--- src/rtl/mem_stage_pkg.sv ---
// rtl/mem_stage_pkg.sv - encodings, register types and store-lane helpers for mem_access
package mem_stage_pkg;

   localparam logic [1:0] SIZE_BYTE = 2'b00;
   localparam logic [1:0] SIZE_HALF = 2'b01;
   localparam logic [1:0] SIZE_WORD = 2'b10;

   localparam logic [1:0] JK_NONE   = 2'b00;
   localparam logic [1:0] JK_BRANCH = 2'b01;
   localparam logic [1:0] JK_JAL    = 2'b10;
   localparam logic [1:0] JK_JALR   = 2'b11;

   localparam int ACK_TIMEOUT_DEF = 255;

   typedef enum logic {ST_IDLE, ST_ERR_DRAIN} state_t;

   typedef struct packed {
      logic        valid;
      logic [31:0] alu;
      logic [31:0] rdata1;
      logic [31:0] rdata2;
      logic [31:0] imm;
      logic [31:0] pc;
      logic [4:0]  rd;
      logic        reg_wen;
      logic        mem_read;
      logic        mem_write;
      logic [1:0]  size;
      logic        is_unsigned;
      logic [1:0]  jump_kind;
   } s_reg_t;

   typedef struct packed {
      logic        valid;
      logic [4:0]  rd;
      logic        wren;
      logic [31:0] data;
      logic        misalign;
      logic        bus_err;
   } w_reg_t;

   // Reserved size 2'b11 behaves as a word everywhere.
   function automatic logic is_aligned(input logic [1:0] size, input logic [1:0] off);
      case (size)
         SIZE_BYTE: is_aligned = 1'b1;
         SIZE_HALF: is_aligned = ~off[0];
         default:   is_aligned = (off == 2'b00);
      endcase
   endfunction

   function automatic logic [3:0] lane_be(input logic [1:0] size, input logic [1:0] off);
      case (size)
         SIZE_BYTE: lane_be = 4'b0001 << off;
         SIZE_HALF: lane_be = 4'b0011 << off;
         default:   lane_be = 4'b1111;
      endcase
   endfunction

   function automatic logic [31:0] lane_wdata(input logic [1:0] size, input logic [31:0] data);
      case (size)
         SIZE_BYTE: lane_wdata = {4{data[7:0]}};
         SIZE_HALF: lane_wdata = {2{data[15:0]}};
         default:   lane_wdata = data;
      endcase
   endfunction

endpackage

--- src/rtl/load_align.sv ---
// rtl/load_align.sv - selects the addressed byte/half of a read word and extends it to 32 bits
module load_align
   import mem_stage_pkg::*;
(
   input  logic [31:0] rdata,
   input  logic [1:0]  off,
   input  logic [1:0]  size,
   input  logic        is_unsigned,
   output logic [31:0] data
);

   logic [7:0]  b;
   logic [15:0] h;

   always_comb begin
      case (off)
         2'd0:    b = rdata[7:0];
         2'd1:    b = rdata[15:8];
         2'd2:    b = rdata[23:16];
         default: b = rdata[31:24];
      endcase
      h = off[1] ? rdata[31:16] : rdata[15:0];
      case (size)
         SIZE_BYTE: data = {{24{b[7] & ~is_unsigned}}, b};
         SIZE_HALF: data = {{16{h[15] & ~is_unsigned}}, h};
         default:   data = rdata;
      endcase
   end

endmodule

--- src/rtl/mem_access.sv ---
// rtl/mem_access.sv - pipeline memory-access stage with variable-latency data-memory handshake
module mem_access
   import mem_stage_pkg::*;
#(
   parameter int ACK_TIMEOUT = ACK_TIMEOUT_DEF,
   parameter int TMO_W       = 8
)
(
   input  logic        clk,
   input  logic        rst,
   input  logic        in_valid,
   input  logic [31:0] ALU_result,
   input  logic [31:0] Rdata1,
   input  logic [31:0] Rdata2,
   input  logic [31:0] imm32,
   input  logic [31:0] PC,
   input  logic [4:0]  Rd_Exec,
   input  logic        reg_wEn_Exec,
   input  logic        mem_read,
   input  logic        mem_write,
   input  logic [1:0]  mem_size,
   input  logic        mem_unsigned,
   input  logic [1:0]  jump_kind,
   output logic        stall,
   output logic        jump_flag,
   output logic [31:0] jump_target_PC,
   output logic        dmem_req,
   output logic        dmem_we,
   output logic [31:0] dmem_addr,
   output logic [31:0] dmem_wdata,
   output logic [3:0]  dmem_be,
   input  logic        dmem_ack,
   input  logic [31:0] dmem_rdata,
   output logic        wb_valid,
   output logic [4:0]  Rd_Mem,
   output logic        wrEn_Mem,
   output logic [31:0] Data_mem_Mem,
   output logic        misalign_exc,
   output logic        bus_err
);

   s_reg_t           s_q, s_in;
   w_reg_t           w_q;
   state_t           state_q, state_d;
   logic [TMO_W-1:0] tmo_cnt_q;
   logic             memop, aligned, wait_ack, timeout, taken;
   logic [31:0]      load_data;

   assign s_in = '{valid: in_valid, alu: ALU_result, rdata1: Rdata1, rdata2: Rdata2,
                   imm: imm32, pc: PC, rd: Rd_Exec, reg_wen: reg_wEn_Exec,
                   mem_read: mem_read, mem_write: mem_write, size: mem_size,
                   is_unsigned: mem_unsigned, jump_kind: jump_kind};

   assign memop    = s_q.valid & (s_q.mem_read | s_q.mem_write);
   assign aligned  = is_aligned(s_q.size, s_q.alu[1:0]);
   assign dmem_req = memop & aligned & (state_q == ST_IDLE);
   assign wait_ack = dmem_req & ~dmem_ack;
   assign stall    = wait_ack;
   assign timeout  = wait_ack & (tmo_cnt_q == TMO_W'(ACK_TIMEOUT - 1));

   assign dmem_we    = dmem_req & s_q.mem_write;
   assign dmem_addr  = {s_q.alu[31:2], 2'b00};
   assign dmem_be    = !memop ? 4'b0000 :
                       s_q.mem_write ? lane_be(s_q.size, s_q.alu[1:0]) : 4'b1111;
   assign dmem_wdata = s_q.mem_write ? lane_wdata(s_q.size, s_q.rdata2) : 32'd0;

   load_align u_load_align (
      .rdata       (dmem_rdata),
      .off         (s_q.alu[1:0]),
      .size        (s_q.size),
      .is_unsigned (s_q.is_unsigned),
      .data        (load_data)
   );

   always_comb begin
      taken          = 1'b0;
      jump_target_PC = s_q.pc + s_q.imm;
      case (s_q.jump_kind)
         JK_BRANCH: taken = s_q.alu[0];
         JK_JAL:    taken = 1'b1;
         JK_JALR: begin
            taken          = 1'b1;
            jump_target_PC = (s_q.rdata1 + s_q.imm) & ~32'd1;
         end
         default: ;
      endcase
   end

   assign jump_flag = s_q.valid & taken;

   always_comb begin
      state_d = state_q;
      case (state_q)
         ST_IDLE:      if (timeout) state_d = ST_ERR_DRAIN;
         ST_ERR_DRAIN: state_d = ST_IDLE;
         default:      state_d = ST_IDLE;
      endcase
   end

   always_ff @(posedge clk or posedge rst) begin
      if (rst) begin
         state_q   <= ST_IDLE;
         tmo_cnt_q <= '0;
         s_q       <= '0;
         w_q       <= '0;
      end else begin
         state_q <= state_d;

         if (wait_ack && !timeout)
            tmo_cnt_q <= tmo_cnt_q + 1'b1;
         else if (dmem_ack || timeout)
            tmo_cnt_q <= '0;

         if (!stall)
            s_q <= s_in;

         // Exception flags live for exactly one cycle, whatever happens to W.
         w_q.misalign <= 1'b0;
         w_q.bus_err  <= 1'b0;

         if (timeout) begin
            w_q.valid   <= 1'b1;
            w_q.rd      <= s_q.rd;
            w_q.wren    <= 1'b0;
            w_q.data    <= s_q.alu;
            w_q.bus_err <= 1'b1;
         end else if (state_q == ST_ERR_DRAIN) begin
            // The errored instruction already retired into W; let S advance past it.
            w_q.valid <= 1'b0;
            w_q.wren  <= 1'b0;
         end else if (!stall) begin
            if (!s_q.valid) begin
               w_q.valid <= 1'b0;
               w_q.wren  <= 1'b0;
            end else begin
               w_q.valid <= 1'b1;
               w_q.rd    <= s_q.rd;
               w_q.data  <= s_q.alu;
               if (memop && !aligned) begin
                  w_q.wren     <= 1'b0;
                  w_q.misalign <= 1'b1;
               end else if (s_q.mem_write) begin
                  w_q.wren <= 1'b0;
               end else if (s_q.mem_read) begin
                  w_q.data <= load_data;
                  w_q.wren <= s_q.reg_wen & (|s_q.rd);
               end else begin
                  w_q.wren <= s_q.reg_wen & (|s_q.rd);
               end
            end
         end
      end
   end

   assign wb_valid     = w_q.valid;
   assign Rd_Mem       = w_q.rd;
   assign wrEn_Mem     = w_q.wren;
   assign Data_mem_Mem = w_q.data;
   assign misalign_exc = w_q.misalign;
   assign bus_err      = w_q.bus_err;

endmodule

--- config.mk ---
export PLATFORM = sky130hd
export DESIGN_NAME = mem_access
export DESIGN_NICKNAME = d
export VERILOG_FILES = /design/src/rtl/mem_stage_pkg.sv /design/src/rtl/load_align.sv /design/src/rtl/mem_access.sv
export SDC_FILE = /design/constraint.sdc
export NUM_CORES = 1
export LEC_CHECK = 0
export CORE_MARGIN = 2
export CORE_UTILIZATION = 50
export DETAILED_ROUTE_END_ITERATION = 10
export PLACE_DENSITY = 0.82
export REMOVE_ABC_BUFFERS = 1
export SLEW_MARGIN = 15
export SYNTH_ARGS = -nofsm -noshare
export SYNTH_HDL_FRONTEND = slang
export SYNTH_SLANG_ARGS = --single-unit
--- constraint.sdc ---
create_clock -name clk -period 8.14 [get_ports clk]
set_input_delay 1.221 -clock clk [delete_from_list [all_inputs] [get_ports clk]]
set_output_delay 1.221 -clock clk [all_outputs]
set_load 0.02 [all_outputs]
==> impl_metrics.ini, run 1 <==
[critical_path]
end_kind = output pin
regToRegSetupSlack_ns = 3.71
crit_required_ns = 6.92
cp_max_fo = 4
r2r-end = Data_mem_Mem[29]
critPathArrivalTime_ns = 4.26
crit_chain = ha_1 -> inv_1 -> fa_1 -> nor2b_1 -> o211ai_1 -> a21boi_0 -> o31a_1 -> o21ai_2 -> o41ai_1 -> o21a_1 -> o21ai_0 -> mux2i_1 -> nand4_1 -> clkdlybuf4s50_1
ff2ff_path_depth = 8
worstSetupPathType = register to output pin
start_kind = register
slowest_delay_ns = 0.61
worst_path_max_delay_cell = clkdlybuf4s50_1
r2r_start = s_q[4]

[logic_synthesis]
synth_area_leaders = dfrtp_1 42%, nand2_1 17%, ha_1 5.9%
synth_top_family_by_area = simple AND/OR/NAND/NOR gates
syn_inst = 1676
synthArstFlopShare_pct = 100
synth_compound_gate_area_share_pct = 16.9
synth_area_leader_cell = dfrtp_1
synthMuxAreaShare_pct = 2.32
synthXorXnorAreaFrac_pct = 2.88
synthSimpleGateAreaFrac_pct = 24.6
synth.top_cell.area_share_pct = 41.8
ys_ff_latch = 224
synth_cell_types = 70
yosys.area_share.adder_pct = 6.18
ys.flop_type = dfrtp_1
yosys-top-cells-count = 615 x nand2_1, 224 x dfrtp_1, 121 x a21oi_1, 87 x o21ai_0, 79 x nor2_1
synth.most_common_cell = nand2_1
synth_seq_area_share_pct = 41.8
synth-edff-count = 0
syn-cell-area_um2 = 13400
ys_warn_count = 0
synth_area_per_cell_um2 = 8.00

[clock_network]
cts_sinks = 224
cts_buffers = 26
clockRootBuffer = clkbuf_16
cts_hold_buf = 0
cts_resized = 0
clockBufferDepth = 3
cts_tree = done
path_clk_slew_ns = 0.06
clock_latency_ns = 0.53
post_cts_buffers = 0
htreeDepth = 1

[placed_design]
place_hpwl_um = 29400
gp_congestion = 0.902
port_buffers = 351

[worst_hold_path]
min_to = s_q[121]
min_from = s_q[121]
hp-class = register to register
whs_path_depth = 2

[sta]
skew_ns = 0.00934
maxClockFrequency_mhz = 182
slew-limit-headroom_pct = 22.3
worst_pin_slew_ns = 1.16
period_share_pct = 67.4
holdWs_ns = 0.472
hold_viol = 0
final-max-slew-violation-count = 0
rsz0062_at_grt = false
min_period_ns = 5.49
setup_viol = 0

[drt]
via_per_inst = 5.61
dr.max_layer_used = met4
wl_met1_um = 16800
wl_per_cell_um = 17.8
routed_wl_um = 41100
route.met2.wl_um = 19900
wl_met3_um = 3230
firstDrtPassIters = 8
dr.first_iter.drc_count = 1098
antenna_left = 0
vias = 13000
drc = 0

[global_route]
overflow = 0
grt_max_degree = 153
grt_use_total_pct = 28.7
grt_pass1_wl_um = 65700
antenna_found_initial = 1
grt_pass1_vias = 12900

[finish]
layout-drive-gt1-share_pct = 4.05
fillCellCount = 2138
seq_area_um2 = 5610
syn2layout_area_growth_pct = 32.8
fin_nets = 2231
multi_input_area_um2 = 7110

[floorplanning]
core_um2 = 26200
rows = 59
start_util_pct = 51.1
dieArea_um2 = 28100
chipWidth_um = 168
pin_count = 354
die_h_um = 168

[pwr]
power.total_mw = 4.19
power.density_nw_per_um2 = 235
p_leak_nw = 8.36
ir_drop_mv = 0.143

[status]
status = finished, final reports clean

[run]
maxCapViolations = 0
-- kinds of logic (layout without fill, tap and decap cells) --
group / Yosys count / after routing
xor gates and xnor gates: 44 / 44
and+or+nand+nor: 808 / 808
DFF: 224 / 224
adders and majority gates: 65 / 65
muxes: 26 / 26
AOI/OAI and AO/OA: 353 / 353
other: 1 / 3
buffers and inverters: 155 / 453
-- layer usage --
metal / GRT usage (%) / vias to the layer above
met4: 9.49 / 0
met3: 6.15 / 73
met5: 0 / -
met2: 49.7 / 516
li1: - / 6175
met1: 35.8 / 6200
-- sequential cells by signal, summed over array words and instances, names as in the netlist --
signal,flops
Data_mem_Mem,32
Rd_Mem,5
bus_err,1
dmem_addr,30
misalign_exc,1
s_q,144
state_q,1
tmo_cnt_q,8
wb_valid,1
wrEn_Mem,1
-- power breakdown --
part / leakage (nW) / switching [mW] / internal [mW]
Sequential: 2.69 / 0.113 / 1.26
Clock: 0.435 / 0.465 / 0.744
Combinational: 5.23 / 0.894 / 0.719
-- cells in the final DEF (no fill, tap or decap), drive strengths merged, types with 4 or more instances in the layout --
cell | netlist | routed
a221o | 18 | 18
nand3 | 18 | 18
a31oi | 6 | 6
o21a | 14 | 14
xor2 | 16 | 16
ha | 63 | 63
a21oi | 123 | 123
clkbuf | 71 | 39
a22oi | 8 | 8
nor2b | 13 | 13
o22ai | 6 | 6
nand2 | 615 | 615
a41oi | 4 | 4
buf | 38 | 10
o21bai | 6 | 6
clkinv | 1 | 5
mux4 | 4 | 4
inv | 45 | 45
and2 | 11 | 11
mux2i | 22 | 22
o211ai | 13 | 13
a221oi | 4 | 4
or3 | 6 | 6
dfrtp | 224 | 224
or2 | 5 | 5
nor2 | 79 | 79
o31ai | 9 | 9
nand4 | 6 | 6
nand2b | 21 | 21
clkdlybuf4s50 | 0 | 351
xnor2 | 28 | 28
o21ai | 92 | 92
nor3 | 16 | 16
a211oi | 8 | 8
and3 | 9 | 9
a21o | 15 | 15
a2111oi | 5 | 5
-- per-stage QoR --
stage                     setup WS (ns)  instance area, µm²  TNS (ns)  util, %  instances
after detailed placement           3.26               16900         0     64.5       2264
after global routing               2.43               17800         0     67.9       2311
final                              2.65               17800         0     67.9       2311
after CTS                          2.68               17800         0     67.9       2310
after floorplan                   -2.44               12900   -315.67        -       1568
after global placement             3.25               16900         0     64.5       2264
-- worst max path at each step --
| stage | startpoint | endpoint | slack [ns] | cells past startpoint |
|---|---|---|---|---|
| 3_3_place_gp | s_q[45] | jump_target_PC[30] | 3.25 | 14 |
| 6_report | s_q[45] | jump_target_PC[30] | 2.65 | 14 |
| 3_5_place_dp | s_q[45] | jump_target_PC[30] | 3.26 | 14 |
| 2_1_floorplan | s_q[4] | tmo_cnt_q[3] | -2.44 | 9 |
| 5_1_grt | s_q[45] | jump_target_PC[30] | 2.43 | 14 |
| 4_1_cts | s_q[45] | jump_target_PC[30] | 2.68 | 14 |
-- final cells by class --
class                           instances  area share (%)
Antenna cell                            1          0.0141
Clock buffer                           39            4.33
Clock inverter                          7           0.619
Inverter                               46            1.04
Multi-Input combinational cell       1298            40.0
Sequential cell                       224            31.5
Tap cell                              335            2.36
Timing Repair Buffer                  361            20.2
-- critical path, delay by kind of cell, from the launching register on --
family | cells | cell delay (ns)
AO/OA/AOI/OAI | 7 | 1.61
adder cells (fa/ha/maj) | 2 | 0.64
buffers and inverters | 2 | 0.68
flip-flops | 1 | 0.38
multiplexers | 1 | 0.15
AND/OR/NAND/NOR | 2 | 0.29
No activity file was read; power rests on OpenSTA's default activity.
==> run 2: changes to the inputs <==
- clock period: 8.14 -> 5.45 ns (I/O delays scaled with it)
==> run 2 against run 1 <==
Combinational power grew 50%. Clock skew grew 0.0017 ns. Clock power grew 46%. Final area is essentially flat. Worst hold slack gained 0.0013 ns. Via count shrank 1.6%. Clock-buffer cell count shrank 3. Global-route usage is essentially flat. Routed wire length shrank 1.0%. First-iteration DRC count shrank 15%. Non-clock buffer count grew 5. Core utilization grew 0.067 points.
==> impl_metrics.ini, run 2 (same netlist as run 1, synthesis figures left out) <==
[status]
status = finished, final reports clean

[drt]
wl_per_cell_um = 17.6
via_per_inst = 5.51
antenna_left = 0
drc = 0
vias = 12800
routed_wl_um = 40700
firstDrtPassIters = 7
dr.first_iter.drc_count = 929

[critical_path]
start_kind = register
crit_required_ns = 4.63
regToRegSetupSlack_ns = 1.24
worst_path_max_delay_cell = clkdlybuf4s50_1
critPathLaunch = s_q[45]
r2r_start = s_q[4]
cp_max_fo = 4
crit_chain = ha_1 -> inv_1 -> fa_1 -> nor2b_1 -> o211ai_1 -> a21boi_0 -> o31a_1 -> o21ai_2 -> o41ai_1 -> o21a_1 -> o21ai_0 -> mux2i_1 -> nand4_1 -> clkdlybuf4s50_1
slowest_delay_ns = 0.61
r2r-end = tmo_cnt_q[7]
worstSetupPathType = register to output pin
critPathArrivalTime_ns = 4.22
end_kind = output pin
cp-endpoint = jump_target_PC[30]
ff2ff_path_depth = 10

[pwr]
power.density_nw_per_um2 = 349
ir_drop_mv = 0.229
p_leak_nw = 8.36

[finish]
fin_nets = 2235
final_cell_mix = 615 x nand2_1, 351 x clkdlybuf4s50_1, 223 x dfrtp_1
layout-drive-gt1-share_pct = 4.35
fillCellCount = 2177
final_common_cell = nand2_1
syn2layout_area_growth_pct = 32.9
seq_area_um2 = 5610
fin_cells = 2316
top_register = s_q
largest_reg_flops = 144
fin_area_um2 = 17800
multi_input_area_um2 = 7110

[sta]
rsz0062_at_grt = false
worst_pin_slew_ns = 1.21
holdWs_ns = 0.473
period_share_pct = 92.5
fin_setup_tns_ns = 0
setup_viol = 0
slew-limit-headroom_pct = 19.0
maxClockFrequency_mhz = 198
worst_slack_ns = 0.410
final-max-slew-violation-count = 0
min_period_ns = 5.04
hold_viol = 0
skew_ns = 0.0110

[placed_design]
gp_congestion = 0.908
dpl_cell_area_um2 = 16900
placed_cells = 2269
place_ws_ns = 0.964
place_hpwl_um = 29400
port_buffers = 351

[clock_network]
clock_latency_ns = 0.53
cts_hold_buf = 0
post_cts_buffers = 0
clockRootBuffer = clkbuf_16
cts_buffers = 25
path_clk_slew_ns = 0.06
clockBufferDepth = 3
cts_tree = done
htreeDepth = 1
cts_resized = 0
cts_sinks = 224

[global_route]
antenna_found_initial = 2
overflow = 0
grt_pass1_vias = 12600
grt_pass1_wl_um = 65400
grt_use_total_pct = 28.7
grt_max_degree = 133

[floorplanning]
die_h_um = 168
pin_count = 354
rows = 59
start_util_pct = 51.1
core_um2 = 26200
chipWidth_um = 168
dieArea_um2 = 28100

[worst_hold_path]
hp-class = register to register

[run]
maxCapViolations = 0
## run 2: report_power, final
| part | internal (mW) | total (mW) | switching [mW] | leakage [nW] |
|---|---|---|---|---|
| Clock | 1.07 | 1.77 | 0.701 | 0.412 |
| Sequential | 1.87 | 2.04 | 0.170 | 2.69 |
| Combinational | 1.08 | 2.41 | 1.33 | 5.26 |
| Total | 4.02 | 6.22 | 2.20 | 8.36 |
## run 2: cell type report
type | instances | share of cell area [%]
Tap cell | 335 | 2.35
Sequential cell | 224 | 31.5
Inverter | 46 | 1.04
Clock inverter | 9 | 0.738
Multi-Input combinational cell | 1298 | 39.9
Timing Repair Buffer | 366 | 20.4
Clock buffer | 36 | 4.08
Antenna cell | 2 | 0.0281
## run 2: per-layer routing
metal | track usage (%) | routed length [µm]
met2 | 47.7 | 19300
met4 | 10.2 | 1380
met5 | 0 | 0
met3 | 6.88 | 3350
met1 | 36.7 | 16600
## run 2: critical path, delay by kind of cell, from the launching register on
family | cells | cell delay [ns]
buffers and inverters | 2 | 0.68
AO/OA/AOI/OAI | 7 | 1.58
adder cells (fa/ha/maj) | 2 | 0.62
flip-flops | 1 | 0.38
multiplexers | 1 | 0.15
AND/OR/NAND/NOR | 2 | 0.28
## run 2: through the flow
stage / util, % / power [mW]
after floorplan: - / 3.47
after global placement: 64.7 / 4.41
after detailed placement: 64.7 / 4.46
after CTS: 67.9 / 6.25
after global routing: 68.0 / 6.55
final: 68.0 / 6.22
## run 2: how the worst min path moves through the flow
stage,startpoint,endpoint,cells after the start
finish,s_q[104],s_q[104],2
global route,tmo_cnt_q[7],tmo_cnt_q[7],1
CTS,s_q[93],s_q[93],2
detailed placement,s_q[93],s_q[93],2
global placement,s_q[100],s_q[100],2
floorplan,s_q[100],s_q[100],2
